$ cat src/rtl/sudoku_board_ctrl.sv
// 9x9 board store with two arbitrated writers (usr over rec), a filled-cell
// counter and a one-cycle CHECK that samples the external validity checker.
module sudoku_board_ctrl (
  input  logic         clk,
  input  logic         reset,
  input  logic         start,
  input  logic         rec_req,
  input  logic [6:0]   rec_pos,
  input  logic [3:0]   rec_data,
  output logic         rec_ack,
  input  logic         usr_req,
  input  logic [6:0]   usr_pos,
  input  logic [3:0]   usr_data,
  output logic         usr_ack,
  input  logic         board_ok,
  output logic [323:0] board,
  output logic [6:0]   filled_cnt,
  output logic         err,
  output logic         valid,
  output logic         done
);

  typedef enum logic [1:0] {IDLE, LOAD, CHECK, DONE} state_e;

  state_e         state_q, state_d;
  logic [323:0]   board_q, board_d;
  logic [6:0]     cnt_q, cnt_d;
  logic           err_q, err_d;
  logic           valid_q, valid_d;
  logic           done_q, done_d;

  logic           grant;
  logic [6:0]     wr_pos;
  logic [3:0]     wr_data;
  logic [3:0]     old_digit;
  logic           bad;

  always_ff @(posedge clk) begin
    if (reset) begin
      state_q <= IDLE;
      board_q <= '0;
      cnt_q   <= '0;
      err_q   <= 1'b0;
      valid_q <= 1'b0;
      done_q  <= 1'b0;
    end else begin
      state_q <= state_d;
      board_q <= board_d;
      cnt_q   <= cnt_d;
      err_q   <= err_d;
      valid_q <= valid_d;
      done_q  <= done_d;
    end
  end

  // Grants are combinational; start and reset suppress them so nothing lands.
  always_comb begin
    rec_ack = 1'b0;
    usr_ack = 1'b0;
    if (!reset && !start) begin
      case (state_q)
        LOAD: begin
          usr_ack = usr_req;
          rec_ack = rec_req & ~usr_req;
        end
        DONE:    usr_ack = usr_req;
        default: ;
      endcase
    end
  end

  always_comb begin
    grant   = usr_ack | rec_ack;
    wr_pos  = usr_ack ? usr_pos  : rec_pos;
    wr_data = usr_ack ? usr_data : rec_data;
    bad     = (wr_pos > 7'd80) || (wr_data > 4'd9);
    old_digit = '0;
    for (int unsigned i = 0; i < 81; i++) begin
      if (wr_pos == 7'(i)) old_digit = board_q[323 - 4*i -: 4];
    end
  end

  always_comb begin
    state_d = state_q;
    board_d = board_q;
    cnt_d   = cnt_q;
    err_d   = 1'b0;
    valid_d = valid_q;
    done_d  = done_q;
    if (start) begin
      state_d = LOAD;
      board_d = '0;
      cnt_d   = '0;
      valid_d = 1'b0;
      done_d  = 1'b0;
    end else begin
      case (state_q)
        LOAD, DONE: begin
          if (grant) begin
            err_d = bad;
            if (!bad) begin
              for (int unsigned i = 0; i < 81; i++) begin
                if (wr_pos == 7'(i)) board_d[323 - 4*i -: 4] = wr_data;
              end
              if (old_digit == 4'd0 && wr_data != 4'd0)      cnt_d = cnt_q + 7'd1;
              else if (old_digit != 4'd0 && wr_data == 4'd0) cnt_d = cnt_q - 7'd1;
            end
            valid_d = 1'b0;
            done_d  = 1'b0;
            state_d = (cnt_d == 7'd81) ? CHECK : LOAD;
          end
        end
        CHECK: begin
          valid_d = board_ok;
          done_d  = 1'b1;
          state_d = DONE;
        end
        default: ;
      endcase
    end
  end

  assign board      = board_q;
  assign filled_cnt = cnt_q;
  assign err        = err_q;
  assign valid      = valid_q;
  assign done       = done_q;

endmodule

$ cat config.mk
export PLATFORM = sky130hd
export DESIGN_NAME = sudoku_board_ctrl
export DESIGN_NICKNAME = d
export VERILOG_FILES = /design/src/rtl/sudoku_board_ctrl.sv
export SDC_FILE = /design/constraint.sdc
export NUM_CORES = 1
export LEC_CHECK = 0
export BUFFER_PORTS_ARGS = -buffer_cell sky130_fd_sc_hd__buf_4
export CAP_MARGIN = 20
export CORE_ASPECT_RATIO = 0.5
export CORE_UTILIZATION = 31
export CTS_CLUSTER_SIZE = 25
export DETAILED_ROUTE_END_ITERATION = 7
export PLACE_DENSITY = 0.54
export SETUP_SLACK_MARGIN = 0.1
export SYNTH_ARGS = -nofsm -noshare
export SYNTH_HDL_FRONTEND = slang
export SYNTH_SLANG_ARGS = --single-unit
$ cat constraint.sdc
create_clock -name clk -period 5.2 [get_ports clk]
set_clock_uncertainty 0.1 [all_clocks]
set_input_delay 0.26 -clock clk [delete_from_list [all_inputs] [get_ports clk]]
set_output_delay 0.26 -clock clk [all_outputs]
set_load 0.02 [all_outputs]
After elaboration in Yosys (flattened, before gate mapping)

Cells that the tools add are included.
W data, S select, Z words.

Flip-flop bits (word level): 336
Input port bits: 28
Output and inout bits: 336
Logic and storage cells: 383

Add/sub/neg operators: 2
Magnitude comparators: 2
Eq/ne operators: 86
Muxes and demuxes: 100
Bitwise operators: 6
Reduce and logical (&&, ||, !) cells: 100

Operators by type and width:

| cell                  | count |
|---|---|
| $mux W4               | 82 |
| $reduce_and A4 Y1     | 81 |
| $eq A7 B6 Y1 const B  | 32 |
| $eq A7 B7 Y1 const B  | 18 |
| $eq A7 B5 Y1 const B  | 16 |
| $eq A7 B4 Y1 const B  | 8 |
| $mux W7               | 7 |
| $eq A7 B3 Y1 const B  | 4 |
| $eq A7 B2 Y1 const B  | 2 |
| $logic_not A4 Y1      | 2 |
| $reduce_bool A4 Y1    | 2 |
| $add A7 B1 Y7 const B | 1 |
| $eq A7 B1 Y1 const B  | 1 |
| $gt A7 B7 Y1 const B  | 1 |
| $logic_not A7 Y1      | 1 |
| $sub A7 B1 Y7 const B | 1 |
| $mux W1               | 6 |
| $reduce_and A2 Y1     | 3 |
| $eq A2 B2 Y1 const B  | 2 |
| $gt A4 B4 Y1 const B  | 1 |
| $mux W2               | 2 |
| $not A1 Y1            | 4 |
| $pmux W1 S2           | 2 |
| $pmux W2 S2           | 1 |
| other kinds (12)      | 16 |

Logic depth before layout (Yosys ltp)

Gate-level depths: netlist of the first run.

Depth after elaboration: 100
Mapped depth: 19

Least setup slack after synthesis of the first run

OpenSTA, ideal clock, no wires.

Path type: reg2reg
From: register state_q[0]
To: register state_q[0]
Setup time: 0.129 ns
Data arrival time: 3.432 ns
Data required time: 4.971 ns
Path slack: 1.539 ns
Stages on the path, launching flop included: 19
Period minus slack after synthesis: 3.661 ns
Path through: dfxtp_1 > nand4bb_1 > buf_4 > buf_6 > buf_6 > mux2i_4 > o221ai_2 > a221oi_2 > inv_1 > a2111oi_1 > nand3_1 > o22ai_1 > nor4_2 > a211oi_4 > buf_6 > mux2i_1 > o211ai_1 > nor4_2 > a211oi_1

Word-level cells in the longest chain between the ends: 100
Elaborated cells on any way between the ends: 196
Those cells by class: order compare: 2; eq/ne: 85; mux: 97; bitwise: 1; reduce/logical: 11

RTL lines:

| what                                                | RTL line | text |
|---|---|---|
| from (decl)                                         | 25       | `state_e state_q, state_d;` |
| from (signal assigned)                              | 47       | `state_q <= state_d;` |
| $eq A2 B1 Y1 / $eq A2 B2 Y1 (equally long branches) | 61, 97   |  |
| $reduce_or A2 Y1 (no line)                          | -        |  |
| $mux W1                                             | 61       | `case (state_q)` |
| $mux W1                                             | 60       | `if (!reset && !start) begin` |
| $mux W7                                             | 74       | `wr_pos = usr_ack ? usr_pos : rec_pos;` |
| $logic_not A7 Y1                                    | 79       | `if (wr_pos == 7'(i)) old_digit = board_q[323 - 4*i -: 4];` |
| $mux W4 (81 in series)                              | 79       |  |
| $reduce_bool A4 Y1                                  | 106      | `else if (old_digit != 4'd0 && wr_data == 4'd0) cnt_d = cnt_q - 7'd1;` |
| [... 4 more ...]                                    | -        |  |
| $mux W7                                             | 99       | `if (grant) begin` |
| $mux W7                                             | 97       | `case (state_q)` |
| $mux W7                                             | 90       | `if (start) begin` |
| $eq A7 B7 Y1                                        | 110      | `state_d = (cnt_d == 7'd81) ? CHECK : LOAD;` |
| $mux W2                                             | 110      |  |
| $mux W2                                             | 99       |  |
| $pmux W2 S2                                         | 97       |  |
| $mux W1                                             | 90       |  |

Several ways; a longest one is shown, not always the timed one. The select of a mux whose other input is x is not followed.
A chain may end at the register's enable or synchronous reset.

Final worst setup path of the first run

From: input port start
To: register state_q[0]

Word-level cells in the longest chain between the ends: 99
Elaborated cells on any way between the ends: 192
Those cells by class: order compare: 2; eq/ne: 82; mux: 95; bitwise: 1; reduce/logical: 12

RTL lines:

| what                   | RTL line | text |
|---|---|---|
| from (decl)            | 6        | `input logic start,` |
| $logic_not A1 Y1       | 60       |  |
| $logic_and A1 B1 Y1    | 60       |  |
| $mux W1                | 60       |  |
| $mux W7                | 74       |  |
| $logic_not A7 Y1       | 79       |  |
| $mux W4 (81 in series) | 79       |  |
| $reduce_bool A4 Y1     | 106      |  |
| $logic_and A1 B1 Y1    | 106      |  |
| [... 3 more ...]       | -        |  |
| $mux W7                | 99       |  |
| $mux W7                | 97       |  |
| $mux W7                | 90       |  |
| $eq A7 B7 Y1           | 110      |  |
| $mux W2                | 110      |  |
| $mux W2                | 99       |  |
| $pmux W2 S2            | 97       |  |
| $mux W1                | 90       |  |

Several ways; a longest one is shown, not always the timed one. The select of a mux whose other input is x is not followed.

==> results.sh, run 1 <==
export IMPL_status="finished with violations"
export IMPL_violations="design-rule violations"
export IMPL_timing_rr_end="state_q[0]"
export IMPL_diodes=0
export IMPL_ant_nets=0
export IMPL_hp_class="in -> reg"
export IMPL_path_cells="dlygate4sd3_1, buf_4, nand4bb_4, buf_12, mux2i_2, o221ai_2, a221oi_2, o21ai_0, a41oi_1, o21ai_1, o2111ai_1, nor4_2, a211oi_4, buf_12, mux2_2, xnor2_1, nor4_2, a211oi_1"
export IMPL_slowest_stage="mux2i_2"
export IMPL_critPathKind="in -> reg"
export IMPL_pre_cts_slack_ps=134
export IMPL_ioPinCount=364
export IMPL_ctsLongestPathBuffers=3
export IMPL_syn_to_final_growth_pct=29.3
export IMPL_ys_flop_type="dfxtp_1"
export IMPL_drt_iter0_drc=2543
export IMPL_post_route_drc_count=9
export IMPL_worstPathRequired_ps=5520
export IMPL_post_cts_buffers=0
export IMPL_rows=59
export IMPL_leakagePower_nw=7.70
export IMPL_cts_root_buf="clkbuf_16"
export IMPL_post_route_util=0.409
export IMPL_dp_cells=2995
export IMPL_cts_tree="built"
export IMPL_timing_fmax_ghz=0.201
export IMPL_grt_pass1_wl_mm=127
export IMPL_globalRoute_totalOverflow=0
export IMPL_synth_distinct_cells=98
export IMPL_port_buffer_count=363
export IMPL_via_per_inst=6.00
export IMPL_syn_nets=2015
export IMPL_fin_area_sq_mm=0.0215
export IMPL_synth_simple_area_share=0.209
export IMPL_synth_top_family_by_area="compound AO/OA/AOI/OAI gates"
export IMPL_synth_edf_count=0
export IMPL_finalHoldViolations=0
export IMPL_rr_startpoint="state_q[0]"
export IMPL_antenna_found_initial=0
export IMPL_worst_pin_slew_ps=954
export IMPL_power_density_mw_per_mm2=262
export IMPL_synthArstFlopShare=0
export IMPL_worstRegToRegCells=16
export IMPL_r2r_slack_ps=270
export IMPL_postSynthCellCount=1985
export IMPL_cts_sinks=336
export IMPL_clk_pin_slew_ps=70
export IMPL_die_h_um=166
export IMPL_grt_max_degree=180
export IMPL_dpl_cell_area_sq_mm=0.0203
export IMPL_synth_area_sq_mm=0.0166
export IMPL_nFillCells=5358
export IMPL_grt_setup_unrepaired="false"
export IMPL_min_path_cells=3
export IMPL_track_usage=0.316
export IMPL_final_net_count=2362
export IMPL_initial_utilization=0.317
export IMPL_die_area_sq_mm=0.0546
export IMPL_vias=18300
export IMPL_cts_made_buffers=34
export IMPL_path_buf_inv=4
export IMPL_setup_viol=0
export IMPL_period_needed_ps=4980
export IMPL_crit_fanout=42
export IMPL_tns_ps=0
export IMPL_cp_end_kind="flip-flop"
export IMPL_worst_ir_drop_vdd_uv=155
export IMPL_syn_avg_cell_area_sq_um=8.37
export IMPL_worst_slew_margin_rel=0.351
export IMPL_avgRoutedWirePerCell_um=29.4
export IMPL_synth_xor_area_share=0.00369
export IMPL_drv_slew=0
export IMPL_arrival_ps=5310
export IMPL_grt_pass1_vias=16700
export IMPL_clkLatencyLatePin_ps=570
export IMPL_drtPass1Iterations=8
export IMPL_setup_slack_ps=217
export IMPL_dp_hpwl_mm=68.1
export IMPL_wl_mm=89.8
export IMPL_die_width_um=329
export IMPL_final_cell_count_no_fill=3054
export IMPL_min_period_over_period=0.958
export IMPL_synth_adder_area_share=0.00151
export IMPL_muxShareOfSynthArea=0.0356
export IMPL_cp_top_family="compound AO/OA/AOI/OAI gates"
export IMPL_ys_ff_latch=336
export IMPL_ys_seq_area_frac=0.405
export IMPL_coreArea_sq_mm=0.0525
export IMPL_min_to="valid"
export IMPL_htreeDepth=2
export IMPL_min_delay_start="board_ok"
export IMPL_synth_compound_area_share=0.298
export IMPL_yosys_warnings=0
export IMPL_slowest_delay_ps=670
export IMPL_drive_gt1_frac=0.246
export IMPL_max_cap_viol_count=0
export IMPL_cp_start_kind="input pin"
export IMPL_gp_congestion=1.02
## worst max path at each step
stage,endpoint,from,depth (start not counted),slack (ps)
after floorplan,state_q[0],state_q[0],18,1540
after global placement,state_q[0],rec_pos[1],17,120
after detailed placement,state_q[0],start,18,130
after CTS,state_q[0],start,19,140
after global routing,state_q[0],start,19,80
final,state_q[0],start,18,220
## state kept, by name, indices dropped and copies added, names as in the netlist
register    flops
board         324
done            1
err             1
filled_cnt      7
state_q         2
valid           1
## layout by cell type (no fill, tap or decap), types with 7 or more instances in the layout
cell / n
a21oi_1: 68
nor2b_1: 8
nand4bb_1: 7
nand3_1: 33
nand4b_1: 7
dfxtp_1: 336
clkbuf_16: 35
nor3b_1: 7
and3_1: 11
and2_1: 8
mux2i_4: 10
nor2_1: 471
nand2_1: 85
o22ai_1: 46
mux2_2: 12
o21ai_0: 45
a211oi_1: 321
inv_1: 19
nor3_1: 20
a222oi_1: 11
a31oi_1: 12
nor4_1: 16
a221oi_1: 19
o21ai_1: 9
a22oi_1: 35
mux2i_1: 16
buf_4: 450
a211o_1: 7
a22o_1: 9
o211ai_1: 13
o31ai_1: 8
mux2i_2: 8
o221ai_1: 11
a221o_1: 7
nand4_1: 11
## tightest hold or removal path: cells and delay by family
| kind | cells | cell delay [ps] |
|---|---|---|
| buffers and inverters | 1 | 110 |
| muxes | 1 | 240 |
| and+or+nand+nor | 1 | 110 |
## logic make-up (layout without fill, tap and decap cells)
logic type                 count (synthesis)  count (layout)
buffers and inverters                    166             534
xor gates and xnor gates                   7               7
DFF                                      336             336
and+or+nand+nor                          747             747
adders and majority gates                  2               2
AOI/OAI and AO/OA                        678             678
muxes                                     49              49
## per-layer routing
layer  vias up  track usage  share of wire
li1       8216            -              -
met1      9003        0.472           0.46
met2       964        0.465           0.43
met3       131       0.0573          0.089
met4         0       0.0751          0.023
met5         -            0              0
## metrics by stage
step	power (W)	hold slack [ps]
after floorplan	0.00295	233
after global placement	0.00316	361
after detailed placement	0.00316	354
after CTS	0.00563	87.6
after global routing	0.00579	117
final	0.00563	133
## cells in the mapped netlist, types with 7 or more instances
master,n,share of area
buf_6,11,0.0075
nor2b_1,8,0.0030
and3_1,11,0.0041
a22oi_1,35,0.016
mux2i_2,10,0.0083
nand4b_1,7,0.0037
a221oi_1,19,0.010
nor3_1,20,0.0060
and2_1,8,0.0030
dfxtp_1,336,0.40
a21oi_1,68,0.020
o211ai_1,13,0.0059
buf_4,9,0.0041
a211oi_1,322,0.15
a222oi_1,11,0.0066
o21ai_1,9,0.0027
mux2_2,13,0.0088
inv_1,19,0.0043
o21ai_0,45,0.014
o22ai_1,47,0.018
a22o_1,9,0.0047
nand3_1,33,0.0099
buf_2,30,0.0090
nand4bb_1,8,0.0054
nor3b_1,7,0.0032
nand2_1,85,0.019
mux2i_1,21,0.013
nand4_1,11,0.0041
a221o_1,7,0.0042
nor4_1,17,0.0064
o31ai_1,8,0.0036
a211o_1,7,0.0037
clkbuf_1,95,0.021
nor2_1,471,0.11
a31oi_1,12,0.0045
o221ai_1,11,0.0058
## power breakdown
group          internal [W]  switching, W
clock network       0.00138       0.00113
logic              0.000163      0.000387
registers           0.00257    0.00000396
total               0.00412       0.00152
## repair_timing
action	4_1_cts	5_1_grt
endpoints found under the hold margin	3	0
hold buffers	2	0
endpoints found under the setup margin	0	4
resized for setup	0	9
## layout make-up
| class | instances | area, sq um | share of cell area |
|---|---|---|---|
| Sequential cell | 336 | 6730 | 0.313 |
| Tap cell | 701 | 877 | 0.0408 |
| Clock inverter | 10 | 103 | 0.00477 |
| Timing Repair Buffer | 457 | 3480 | 0.162 |
| Inverter | 20 | 77.6 | 0.00361 |
| Clock buffer | 47 | 981 | 0.0457 |
| Multi-Input combinational cell | 1483 | 9240 | 0.430 |
(Power assumes the default switching activity.)
==> run 2, diff against run 1 <==
CORE_ASPECT_RATIO = 0.6   (was 0.5)
RECOVER_POWER = 25   (was not set)
==> results.sh, run 2 (same netlist as run 1, synthesis figures left out) <==
export IMPL_cts_tree="built"
export IMPL_worst_pin_slew_ps=1070
export IMPL_slowest_stage="a222oi_1"
export IMPL_worst_ir_drop_vdd_uv=154
export IMPL_drive_gt1_frac=0.183
export IMPL_grt_pass1_vias=16700
export IMPL_dpl_cell_area_sq_mm=0.0204
export IMPL_max_cap_viol_count=0
export IMPL_path_cells="dlygate4sd3_1, buf_4, nand4bb_4, buf_12, buf_12, mux2_4, a222oi_1, o211ai_1, a222oi_1, a211o_1, a311oi_2, nor4_4, a211oi_4, buf_12, mux2_2, xnor2_1, nor4_2, a211oi_1"
export IMPL_wl_met3_mm=8.66
export IMPL_min_period_over_period=0.973
export IMPL_met1_length_mm=40.5
export IMPL_power_density_mw_per_mm2=268
export IMPL_final_net_count=2384
export IMPL_crit_end="state_q[0]"
export IMPL_syn_to_final_growth_pct=27.0
export IMPL_pwr_share_seq=0.456
export IMPL_maxUsedRoutingLayer="met4"
export IMPL_timing_fmax_ghz=0.198
export IMPL_ctsLongestPathBuffers=3
export IMPL_power_frac_comb=0.103
export IMPL_via_per_inst=6.01
export IMPL_worstRegToRegCells=16
export IMPL_cp_common_cell="buf_12"
export IMPL_grt_max_degree=142
export IMPL_worst_slew_margin_rel=0.288
export IMPL_die_area_sq_mm=0.0546
export IMPL_die_width_um=301
export IMPL_crit_fanout=24
export IMPL_drt_iter0_drc=2424
export IMPL_setup_viol=0
export IMPL_worstPathRequired_ps=5510
export IMPL_rr_startpoint="state_q[0]"
export IMPL_globalRoute_totalOverflow=0
export IMPL_cts_made_buffers=36
export IMPL_slowest_delay_ps=610
export IMPL_vias=18500
export IMPL_gp_congestion=1.05
export IMPL_grt_pass1_wl_mm=125
export IMPL_r2r_slack_ps=200
export IMPL_antenna_found_initial=0
export IMPL_clkLatencyLatePin_ps=540
export IMPL_cp_start_kind="input pin"
export IMPL_power_w=0.00565
export IMPL_p_clk_frac=0.440
export IMPL_dr_wl_met2_mm=36.7
export IMPL_wl_mm=88.5
export IMPL_initial_utilization=0.315
export IMPL_die_h_um=181
export IMPL_cts_sinks=336
export IMPL_ioPinCount=364
export IMPL_htreeDepth=2
export IMPL_post_route_util=0.400
export IMPL_power_switching_w=0.00151
export IMPL_status="finished with violations"
export IMPL_leakagePower_nw=7.14
export IMPL_final_cell_mix="nor2_1, dfxtp_1, a211oi_1"
export IMPL_cts_root_buf="clkbuf_16"
export IMPL_post_route_drc_count=30
export IMPL_grt_setup_unrepaired="false"
export IMPL_rows=65
export IMPL_violations="design-rule violations"
export IMPL_nFillCells=5529
export IMPL_ant_nets=0
export IMPL_fin_area_sq_mm=0.0211
export IMPL_crit_start="start"
export IMPL_timing_rr_end="state_q[0]"
export IMPL_diodes=0
export IMPL_largest_register_ffs=324
export IMPL_layout_commonest_cell="nor2_1"
export IMPL_avgRoutedWirePerCell_um=28.7
export IMPL_cp_end_kind="flip-flop"
export IMPL_clk_pin_slew_ps=60
export IMPL_setup_slack_ps=139
export IMPL_dp_hpwl_mm=66.9
export IMPL_drtPass1Iterations=8
export IMPL_coreArea_sq_mm=0.0528
export IMPL_hp_class="in -> reg"
export IMPL_intPower_w=0.00414
export IMPL_port_buffer_count=363
export IMPL_drv_slew=0
export IMPL_critPathKind="in -> reg"
export IMPL_arrival_ps=5370
export IMPL_period_needed_ps=5060
export IMPL_pre_cts_slack_ps=65.6
export IMPL_track_usage=0.311
export IMPL_dp_cells=3007
export IMPL_finalHoldViolations=0
export IMPL_final_cell_count_no_fill=3080
export IMPL_swShare=0.268
run 2: power groups by stage:
stage	clock network, W	logic [W]	registers (W)
2_1_floorplan	0	0.000308	0.00264
3_3_place_gp	0	0.000539	0.00264
3_5_place_dp	0	0.000537	0.00264
4_1_cts	0.00252	0.000552	0.00258
5_1_grt	0.00262	0.000601	0.00258
6_report	0.00249	0.000583	0.00258
run 2: worst max-delay path: cells and delay by family:
kind / cells / cell delay [ps]
compound gates: 7 / 1930
xor+xnor: 1 / 140
mux: 2 / 650
buf+inv: 5 / 1280
simple gates: 3 / 1070
run 2: area by class of cell:
class	instances	area (sq um)	area share
multi-input combinational	1483	9270	0.439
sequential	336	6730	0.319
timing repair buffer	477	3060	0.145
clock buffer	54	1030	0.0487
tap	703	880	0.0417
inverter	20	87.6	0.00415
clock inverter	7	65.1	0.00308
run 2: stage by stage:
step,hold WS [ps],TNS (ps)
after floorplan,233,0
after global placement,352,-41.5
after detailed placement,361,0
after CTS,109,0
after global routing,153,0
final,128,0
run 2: what timing repair did:
item	CTS	global route
endpoints found under the hold margin	2	0
hold buffers	3	0
buffers inserted	1	8
pin swaps	1	7
setup endpoints to repair	1	5
resized for setup	0	21
run 2: how the worst min path moves through the flow:
stage | start | endpoint | slack, ps | cells past startpoint
after floorplan | reset | state_q[0] | 230 | 1
after global placement | reset | state_q[0] | 350 | 2
after detailed placement | reset | state_q[0] | 360 | 2
after CTS | rec_data[3] | board[187] | 110 | 5
after global routing | rec_data[3] | board[187] | 150 | 5
final | rec_data[3] | board[187] | 130 | 5
run 2: metal layers:
metal / track usage / vias to the layer above
met5: 0 / -
met2: 0.447 / 1030
met1: 0.466 / 9051
met3: 0.0614 / 143
li1: - / 8272
met4: 0.0788 / 0
